==> config.mk <==
export PLATFORM = sky130hd
export DESIGN_NAME = pixel_loader
export DESIGN_NICKNAME = d
export VERILOG_FILES = /design/src/rtl/pixel_loader_pkg.sv /design/src/rtl/pixel_addr_counter.sv /design/src/rtl/pixel_loader.sv
export SDC_FILE = /design/constraint.sdc
export NUM_CORES = 1
export LEC_CHECK = 0
export BUFFER_PORTS_ARGS = -buffer_cell sky130_fd_sc_hd__buf_2
export CORE_ASPECT_RATIO = 1.25
export CORE_MARGIN = 3
export CORE_UTILIZATION = 55
export DETAILED_ROUTE_END_ITERATION = 10
export HOLD_SLACK_MARGIN = 0.12
export PLACE_DENSITY = 0.85
export SLEW_MARGIN = 5
export SYNTH_ARGS = -nofsm -noshare
export SYNTH_HDL_FRONTEND = slang
export SYNTH_SLANG_ARGS = --single-unit
==> constraint.sdc <==
create_clock -name clk_clk -period 3.2 [get_ports clk_clk]
set_clock_uncertainty 0.1 [all_clocks]
set_input_delay 0.32 -clock clk_clk [delete_from_list [all_inputs] [get_ports clk_clk]]
set_output_delay 0.32 -clock clk_clk [all_outputs]
set_load 0.01 [all_outputs]
==> src/rtl/pixel_loader_pkg.sv <==
// Shared types and constants for the HPS pixel loader.
// Optional RAM readback verification is enabled by PIXEL_LOADER_READBACK_EN.
package pixel_loader_pkg;

    localparam int unsigned DEF_H_RES = 320;
    localparam int unsigned DEF_V_RES = 240;

    localparam int unsigned PIX_W  = 24;
    localparam int unsigned ADDR_W = 18;
    localparam int unsigned CNT_W  = ADDR_W + 1;   // one spare bit so a 2^18-pixel frame can read as full
    localparam int unsigned ROW_W  = 16;
    localparam int unsigned CTRL_W = 4;
    localparam int unsigned STAT_W = 4;

    localparam int unsigned CTRL_REQ = 0;
    localparam int unsigned CTRL_FS  = 1;

    localparam int unsigned ST_ACK  = 0;
    localparam int unsigned ST_BUSY = 1;
    localparam int unsigned ST_DONE = 2;
    localparam int unsigned ST_ERR  = 3;

    localparam logic [3:0] RAM_BE = 4'b0111;

    typedef enum logic [2:0] {
        S_IDLE,
        S_WRITE,
`ifdef PIXEL_LOADER_READBACK_EN
        S_RD_ISSUE,
        S_RD_CHECK,
`endif
        S_ACK
    } state_t;

endpackage

==> src/rtl/pixel_addr_counter.sv <==
// Raster-order col/row/address counters for the pixel loader.
// Address is a free-running increment; col/row track position for reporting and frame_done.
module pixel_addr_counter
    import pixel_loader_pkg::*;
#(
    parameter int unsigned H_RES = DEF_H_RES,
    parameter int unsigned V_RES = DEF_V_RES
) (
    input  logic             clk,
    input  logic             rst_n,
    input  logic             clear,
    input  logic             advance,
    output logic [ROW_W-1:0] row,
    output logic [CNT_W-1:0] address,
    output logic             frame_done,
    output logic             full_c
);

    localparam logic [CNT_W-1:0] TOTAL    = CNT_W'(H_RES * V_RES);
    localparam logic [CNT_W-1:0] COL_LAST = CNT_W'(H_RES - 1);
    localparam logic [ROW_W-1:0] ROW_LAST = ROW_W'(V_RES - 1);

    logic [CNT_W-1:0] col;

    always_ff @(posedge clk or negedge rst_n) begin
        if (!rst_n) begin
            col        <= '0;
            row        <= '0;
            address    <= '0;
            frame_done <= 1'b0;
        end else if (clear) begin
            col        <= '0;
            row        <= '0;
            address    <= '0;
            frame_done <= 1'b0;
        end else if (advance) begin
            address <= address + CNT_W'(1);
            if (col == COL_LAST) begin
                col <= '0;
                row <= row + ROW_W'(1);
                if (row == ROW_LAST) begin
                    frame_done <= 1'b1;
                end
            end else begin
                col <= col + CNT_W'(1);
            end
        end
    end

    assign full_c = !(address < TOTAL);

endmodule

==> src/rtl/pixel_loader.sv <==
// Toggle-handshake responder that writes HPS-posted pixels into image RAM in raster order.
// Define PIXEL_LOADER_READBACK_EN to re-read and verify each written word.
module pixel_loader
    import pixel_loader_pkg::*;
#(
    parameter int unsigned H_RES = DEF_H_RES,
    parameter int unsigned V_RES = DEF_V_RES
) (
    input  logic              clk_clk,
    input  logic              reset_reset_n,
    input  logic [PIX_W-1:0]  pix_data,
    input  logic [CTRL_W-1:0] pix_ctrl,
    output logic [STAT_W-1:0] pix_status,
    output logic [ROW_W-1:0]  pix_row,
    output logic [ADDR_W-1:0] ram_address,
    output logic              ram_clken,
    output logic              ram_chipselect,
    output logic              ram_write,
    output logic [31:0]       ram_writedata,
    output logic [3:0]        ram_byteenable,
    input  logic [31:0]       ram_readdata
);

    state_t state, state_nx;

    logic [CTRL_W-1:0] ctrl_q;
    logic              fs_prev, fs_pend, ack, busy, err, wr_flag;
    logic [PIX_W-1:0]  pix_q;
    logic              cs_q, wr_q;
    logic [3:0]        be_q;

    logic              fs_pend_d, ack_d, busy_d, err_d, wr_flag_d, cs_d, wr_d;
    logic [PIX_W-1:0]  pix_d;
    logic [3:0]        be_d;

    logic              fs_rise_c, pend_c, fs_apply_c, cnt_clear_c, cnt_adv_c, full_c;
    logic              frame_done;
    logic [CNT_W-1:0]  addr;
    logic              unused_bits;

    assign fs_rise_c  = ctrl_q[CTRL_FS] & ~fs_prev;
    assign pend_c     = ctrl_q[CTRL_REQ] != ack;
    assign fs_apply_c = (state == S_IDLE) && (fs_rise_c || fs_pend);

    pixel_addr_counter #(
        .H_RES (H_RES),
        .V_RES (V_RES)
    ) u_cnt (
        .clk        (clk_clk),
        .rst_n      (reset_reset_n),
        .clear      (cnt_clear_c),
        .advance    (cnt_adv_c),
        .row        (pix_row),
        .address    (addr),
        .frame_done (frame_done),
        .full_c     (full_c)
    );

    always_ff @(posedge clk_clk or negedge reset_reset_n) begin
        if (!reset_reset_n) begin
            state <= S_IDLE;
        end else begin
            state <= state_nx;
        end
    end

    // A frame_start being applied takes the IDLE cycle; the request waits one cycle.
    always_comb begin
        state_nx = state;
        case (state)
            S_IDLE: begin
                if (!fs_apply_c && pend_c) begin
                    state_nx = full_c ? S_ACK : S_WRITE;
                end
            end
`ifdef PIXEL_LOADER_READBACK_EN
            S_WRITE:    state_nx = S_RD_ISSUE;
            S_RD_ISSUE: state_nx = S_RD_CHECK;
            S_RD_CHECK: state_nx = S_ACK;
`else
            S_WRITE:    state_nx = S_ACK;
`endif
            S_ACK:      state_nx = S_IDLE;
            default:    state_nx = S_IDLE;
        endcase
    end

    always_comb begin
        fs_pend_d   = fs_pend;
        ack_d       = ack;
        err_d       = err;
        wr_flag_d   = wr_flag;
        pix_d       = pix_q;
        cs_d        = 1'b0;
        wr_d        = 1'b0;
        cnt_clear_c = 1'b0;
        cnt_adv_c   = 1'b0;

        if (fs_apply_c) begin
            cnt_clear_c = 1'b1;
            err_d       = 1'b0;
            fs_pend_d   = 1'b0;
        end else if (fs_rise_c) begin
            fs_pend_d = 1'b1;
        end

        // RAM strobes are registered from the state being entered.
        case (state_nx)
            S_WRITE: begin
                cs_d = 1'b1;
                wr_d = 1'b1;
            end
`ifdef PIXEL_LOADER_READBACK_EN
            S_RD_ISSUE: cs_d = 1'b1;
`endif
            default: ;
        endcase

        case (state)
            S_IDLE: begin
                if (state_nx == S_WRITE) begin
                    pix_d     = pix_data;
                    wr_flag_d = 1'b1;
                end else if (state_nx == S_ACK) begin
                    wr_flag_d = 1'b0;
                    err_d     = 1'b1;
                end
            end
`ifdef PIXEL_LOADER_READBACK_EN
            S_RD_CHECK: begin
                if (ram_readdata[PIX_W-1:0] != pix_q) begin
                    err_d = 1'b1;
                end
            end
`endif
            S_ACK: begin
                ack_d     = ~ack;
                cnt_adv_c = wr_flag;
            end
            default: ;
        endcase

        be_d   = cs_d ? RAM_BE : 4'b0000;
        busy_d = (state_nx != S_IDLE) || (pix_ctrl[CTRL_REQ] != ack_d);
    end

    always_ff @(posedge clk_clk or negedge reset_reset_n) begin
        if (!reset_reset_n) begin
            ctrl_q  <= '0;
            fs_prev <= 1'b0;
            fs_pend <= 1'b0;
            ack     <= 1'b0;
            busy    <= 1'b0;
            err     <= 1'b0;
            wr_flag <= 1'b0;
            pix_q   <= '0;
            cs_q    <= 1'b0;
            wr_q    <= 1'b0;
            be_q    <= '0;
        end else begin
            ctrl_q  <= pix_ctrl;
            fs_prev <= ctrl_q[CTRL_FS];
            fs_pend <= fs_pend_d;
            ack     <= ack_d;
            busy    <= busy_d;
            err     <= err_d;
            wr_flag <= wr_flag_d;
            pix_q   <= pix_d;
            cs_q    <= cs_d;
            wr_q    <= wr_d;
            be_q    <= be_d;
        end
    end

    always_comb begin
        pix_status          = '0;
        pix_status[ST_ACK]  = ack;
        pix_status[ST_BUSY] = busy;
        pix_status[ST_DONE] = frame_done;
        pix_status[ST_ERR]  = err;
    end

    assign ram_address    = addr[ADDR_W-1:0];
    assign ram_clken      = cs_q;
    assign ram_chipselect = cs_q;
    assign ram_write      = wr_q;
    assign ram_writedata  = {8'h00, pix_q};
    assign ram_byteenable = be_q;

    assign unused_bits = ^{ram_readdata, ctrl_q[3:2], addr[CNT_W-1]};

endmodule

Yosys cells after proc, flatten, opt, wreduce, memory -nomap -nowiden
Index checks and enable logic that the tools add are counted.
{"block": "totals", "reg_bits": 94, "input_bits": 62, "out_inout_bits": 77, "word_cells": 74}
{"block": "op_classes", "n_addsub": 3, "order_cmp": 1, "eq_ne": 8, "muxes": 28, "bitwise_logic": 3, "reduce_logical": 16}
{"cell": "19-bit two-way mux", "count": 5}
{"cell": "16-bit two-way mux", "count": 3}
{"cell": "19-bit by 1-bit adder with 19-bit output (second input constant)", "count": 2}
{"cell": "19-bit by 9-bit == test with 1-bit output (second input constant)", "count": 1}
{"cell": "19-bit by 17-bit < comparator with 1-bit output (second input constant)", "count": 1}
{"cell": "16-bit by 1-bit adder with 16-bit output (second input constant)", "count": 1}
{"cell": "16-bit by 8-bit == test with 1-bit output (second input constant)", "count": 1}
{"cell": "1-bit two-way mux", "count": 16}
{"cell": "2-bit nonzero test", "count": 5}
{"cell": "3-bit by 1-bit == test with 1-bit output (second input constant)", "count": 2}
{"cell": "3-bit by 2-bit == test with 1-bit output (second input constant)", "count": 2}
{"cell": "3-bit two-way mux", "count": 2}
{"cell": "3-bit case mux with 2 select lines", "count": 1}
{"cell": "2-bit AND reduction", "count": 3}
{"cell": "3-bit zero test", "count": 1}
{"cell": "3-bit AND reduction", "count": 1}
{"cell": "3-bit nonzero test", "count": 1}
{"cell": "1-bit logical AND", "count": 2}
{"cell": "1-bit logical OR", "count": 2}
{"cell": "2-bit two-way mux", "count": 1}
{"cell": "1-bit inequality test", "count": 2}
{"cell": "1-bit NOT", "count": 2}
{"cell": "1-bit AND", "count": 1}
{"cell": "1-bit zero test", "count": 1}

Logic depth before layout (Yosys ltp)
{"block": "logic_depth", "depth_word": 12, "depth_mapped": 7, "mapped_depth_nobuf": 6}

Cells and area by module
From an unflattened synthesis, not the netlist that was laid out.
{"block": "hier_totals", "cells_unflattened": 443, "hier_area_um2": 4650.7}
{"module": "pixel_addr_counter", "instances": 1, "cells_per_inst": 332, "area_each_um2": 3066.7, "seq_area_each_um2": 1376.3}
{"module": "pixel_loader", "instances": 1, "cells_per_inst": 111, "area_each_um2": 1584.0, "seq_area_each_um2": 900.9}

Least setup slack after synthesis
OpenSTA, ideal clock, no wires.
{"block": "synth_timing", "path_kind": "register -> register", "startpoint": "register u_cnt.address[10]", "endpoint": "register pix_q[10]", "setup_ns": 0.125, "t_arrival_ns": 1.982, "t_required_ns": 2.975, "slack_ns": 0.993, "path_stages_with_launch": 8, "n_path_buf": 1, "synth_period_minus_slack_ns": 2.207, "cell_sequence": "dfrtp_1 a21o_1 a211o_1 a211o_1 nand2b_1 inv_2 buf_4 mux2_2"}
{"block": "synth_via", "elab_chain_cells": 6}
{"element": "start, declared", "line_no": "pixel_addr_counter.sv:14", "rtl": "output logic [CNT_W-1:0] address,"}
{"element": "start signal, assigned", "line_no": "pixel_addr_counter.sv:37", "rtl": "address <= address + CNT_W'(1);"}
{"element": "19-bit by 17-bit < comparator with 1-bit output", "line_no": "pixel_addr_counter.sv:50", "rtl": "assign full_c = !(address < TOTAL);"}
{"element": "2-bit two-way mux", "line_no": "pixel_loader.sv:73", "rtl": "state_nx = full_c ? S_ACK : S_WRITE;"}
{"element": "3-bit two-way mux", "line_no": "pixel_loader.sv:72", "rtl": "if (!fs_apply_c && pend_c) begin"}
{"element": "3-bit case mux with 2 select lines", "line_no": "pixel_loader.sv:70", "rtl": "case (state)"}
{"element": "3-bit by 1-bit == test with 1-bit output", "line_no": "pixel_loader.sv:121", "rtl": "if (state_nx == S_WRITE) begin"}
{"element": "2-bit AND reduction (no line)"}
{"element": "end signal, assigned", "line_no": "pixel_loader.sv:168", "rtl": "pix_q <= pix_d;"}
{"element": "end, declared", "line_no": "pixel_loader.sv:28", "rtl": "logic [PIX_W-1:0] pix_q;"}
No other way between the ends.
A chain may end at the register's enable or synchronous reset.

Final worst setup path
{"block": "layout_timing", "startpoint": "register state[1]", "endpoint": "register pix_q[7]"}
{"block": "layout_via", "elab_chain_cells": 8, "word_cells_on_any_way": 9, "cone_classes": "eq/ne (2); mux (2); reduce/logical (5)"}
{"element": "start, declared", "line_no": "pixel_loader.sv:24", "rtl": "state_t state, state_nx;"}
{"element": "start signal, assigned", "line_no": "pixel_loader.sv:63", "rtl": "state <= state_nx;"}
{"element": "3-bit zero test", "line_no": "pixel_loader.sv:43, pixel_loader.sv:70, pixel_loader.sv:119"}
{"element": "1-bit logical AND", "line_no": "pixel_loader.sv:43", "rtl": "assign fs_apply_c = (state == S_IDLE) && (fs_rise_c || fs_pend);"}
{"element": "1-bit zero test", "line_no": "pixel_loader.sv:72"}
{"element": "1-bit logical AND", "line_no": "pixel_loader.sv:72"}
{"element": "3-bit two-way mux", "line_no": "pixel_loader.sv:72"}
{"element": "3-bit case mux with 2 select lines", "line_no": "pixel_loader.sv:70"}
{"element": "3-bit by 1-bit == test with 1-bit output", "line_no": "pixel_loader.sv:121"}
{"element": "2-bit AND reduction (no line) (*)"}
Every way passes the cells marked *; elsewhere a longest branch is shown, timed or not.

==> impl_metrics.toml <==
[die]
initial_utilization = 0.578
num_rows = 36
die_x_um = 87.9
ioPinCount = 139
die_h_um = 108
die_area_um2 = 9520
core_area_um2 = 7970

[job]
cap_violations = 0

[timing]
setup_viol_count_final = 0
post-route-period-util = 0.799
fmax_mhz = 391
slew_violations = 0
layout_min_cycle_time_ps = 2560
slew_headroom = 0.258
hold_viol = 0
tns_ps = 0
rsz0062_at_grt = "false"
worst_slew_pin_slew_ps = 1110

[global_routing]
grtUsageMet1 = 0.260
top_usage_layer = "met2"
overflow = 0
grt_use_total = 0.217
met2_usage = 0.376
grt_pass1_wl_mm = 16.3
antenna_found_initial = 0
grt_max_degree = 92
grt_pass1_vias = 3603
grtUsageMet3 = 0.0404

[clock_tree]
clk_latency_ps = 370
cts_tree = "built"
cts_buffers = 9
htreeDepth = 3
clock_sinks = 91
clock-root-buffer = "clkbuf_8"
cts_resized = 0
cts_max_path_buffers = 2
cts.clk_slew.worst_paths_ps = 100

[synthesis]
synthTopCellsByArea = "dfrtp_1 (49%), buf_4 (6.2%), mux2_2 (5.1%), xnor2_1 (4.0%), nor2_1 (3.5%)"
synth_seq_cells = 91
synthFlopType = "dfrtp_1"
synth.avg_cell_area_um2 = 10.4
synthCells = 442
synth_top_area_share = 0.494
synth-edff-count = 0
synthArstFlopShare = 1.00
ys_types = 57
synth_area_um2 = 4610
ys_seq_area_frac = 0.494
yosysTopAreaCell = "dfrtp_1"
yosys_warnings = 0

[power_and_ir_drop]
p_int_mw = 2.13
swShare = 0.299
p_comb_frac = 0.240
power_leakage_nw = 2.55
power_switching_mw = 0.909
clkPwrFrac = 0.280
p_seq_frac = 0.479
power.density_nw_per_um2 = 563
vdd_drop_max_mv = 0.429

[setup_path]
startpoint = "state[1]$_DFF_PN0_"
required_ps = 3340
r2r_end = "pix_q[7]$_DFFE_PN0P_"
cp-end-kind = "flip-flop"
crit_type = "flip-flop to flip-flop"
rr_worst_depth = 5
startpoint_type = "flip-flop"
crit_end = "pix_q[7]$_DFFE_PN0P_"
worstPathMaxFanout = 25
critPathArrivalTime_ps = 2700
r2r-start = "state[1]$_DFF_PN0_"
reg2reg_slack_ps = 640

[route]
antenna_left = 0
routed_via_density = 5.67
first_pass_iters = 4
drtIter0Drc = 158
drt_drc_violations_left = 0
vias = 3618
avgRoutedWirePerCell_um = 15.8
wirelength_mm = 10.1

[finish]
final_util = 0.677
drive_above_1_share = 0.276
area_delta_synth_final_pct = 17.1
stdcell_area_um2 = 5400
diodes = 0
final_nets = 603

[placement]
port_buffers = 95
place_congestion = 0.898
placed_cell_area_um2 = 4910
dp_hpwl_mm = 6.79

[min_path]
holdPathStages = 0
hold_path_class = "flip-flop to flip-flop"

[status]
status = "finished, final reports clean"
critical path, cell delays in order, from the launching register on:
cell,delay [ps]
dfrtp_1,470
nor3_2,280
nor4b_1,540
nand2b_1,230
inv_2,420
mux2_2,390
cell families after synthesis:
kind of cell	after synthesis	share of synthesized area
multiplexers	26	0.0630
buffers and inverters	57	0.0825
adder cells (fa/ha/maj)	3	0.00814
AND/OR/NAND/NOR	173	0.203
flip-flops	91	0.494
XOR/XNOR	34	0.0646
other	1	0.000814
AO/OA/AOI/OAI	57	0.0844
layout by cell type, fill, tap and decap left out, types with 4 or more instances in the layout:
master         count
xor2_1            13
dlygate4sd3_1     27
nor4_1            11
clkbuf_8           9
or3_1              5
mux2_2            21
a21oi_1           16
inv_1              7
and4_1             6
o21ai_0           10
nand3_1           18
nand4_1           10
dfrtp_1           91
and3_1             6
nor2_1            43
xnor2_1           21
nor3_1            12
buf_2             94
nand2_1           35
buf_4              4
or4_1              8
o31ai_1            8
conb_1            10
cells in the mapped netlist, types with 2 or more instances:
| master | instances |
|---|---|
| or3_1 | 5 |
| o31ai_1 | 8 |
| nor4_2 | 2 |
| o21a_1 | 3 |
| nor2_1 | 43 |
| nand4_1 | 10 |
| nand3_1 | 18 |
| and4_1 | 6 |
| a22o_1 | 3 |
| nor4_1 | 11 |
| nor3_1 | 12 |
| a31o_2 | 2 |
| ha_1 | 3 |
| xor2_1 | 13 |
| xnor2_1 | 21 |
| clkbuf_1 | 6 |
| a21oi_1 | 16 |
| dfrtp_1 | 91 |
| or4_1 | 8 |
| a211o_1 | 2 |
| a21o_1 | 2 |
| mux2_2 | 21 |
| buf_4 | 38 |
| mux2_1 | 3 |
| nand2_1 | 35 |
| a22oi_1 | 2 |
| buf_6 | 3 |
| nor4b_1 | 3 |
| o21ai_0 | 10 |
| nor3_2 | 2 |
| mux2i_1 | 2 |
| a31oi_1 | 2 |
| and3_1 | 6 |
| inv_1 | 7 |
final cells by class:
type / instances / area (um^2)
timing repair buffer: 125 / 771
clock buffer: 10 / 128
tap: 95 / 119
inverter: 8 / 30.0
sequential: 91 / 2280
fill: 598 / 2570
multi-input combinational: 303 / 1990
clock inverter: 6 / 87.6
sequential cells by signal, indices dropped and copies added, names as in the netlist:
| name | count |
|---|---|
| pix_q | 24 |
| u_cnt.address | 19 |
| u_cnt.col | 19 |
| u_cnt.row | 16 |
| state | 3 |
| ctrl_q | 2 |
| ack | 1 |
| busy | 1 |
| err | 1 |
| fs_pend | 1 |
| fs_prev | 1 |
| ram_byteenable | 1 |
| u_cnt.frame_done | 1 |
| wr_flag | 1 |
worst min path at each step:
| stage | startpoint | endpoint | slack [ps] |
|---|---|---|---|
| after floorplan | reset_reset_n | ack$_DFF_PN0_ | -80 |
| after global placement | ctrl_q[1]$_DFF_PN0_ | fs_prev$_DFF_PN0_ | 290 |
| after detailed placement | ctrl_q[1]$_DFF_PN0_ | fs_prev$_DFF_PN0_ | 300 |
| after CTS | ctrl_q[1]$_DFF_PN0_ | fs_prev$_DFF_PN0_ | 320 |
| after global routing | ctrl_q[1]$_DFF_PN0_ | fs_prev$_DFF_PN0_ | 320 |
| final | ctrl_q[1]$_DFF_PN0_ | fs_prev$_DFF_PN0_ | 290 |
metal layers:
metal	wire [um]	part of all wire
met5	0	0
met4	235	0.023
met3	587	0.058
met2	5070	0.50
met1	4180	0.42
repair_timing:
item                                    in CTS  in global routing
endpoints found under the hold margin      102                  0
endpoints found under the setup margin       0                  0
setup buffers                                0                  0
hold buffers                                27                  0
power by group through the flow:
| stage | Combinational [mW] | Clock (mW) | Sequential [mW] |
|---|---|---|---|
| 2_1_floorplan | 0.388 | 0 | 1.54 |
| 4_1_cts | 0.729 | 0.863 | 1.46 |
| 3_3_place_gp | 0.684 | 0 | 1.46 |
| 5_1_grt | 0.793 | 0.904 | 1.48 |
| 3_5_place_dp | 0.706 | 0 | 1.47 |
| 6_report | 0.730 | 0.853 | 1.46 |
through the flow:
step           hold WS [ps]  std cells  setup slack, ps  total power [mW]
2_1_floorplan         -75.6        451              993              1.93
3_5_place_dp            299        595              631              2.18
5_1_grt                 316        638              401              3.18
6_report                293        638              642              3.04
3_3_place_gp            292        595              711              2.15
4_1_cts                 319        638              622              3.05
No activity file was read; power rests on OpenSTA's default activity.
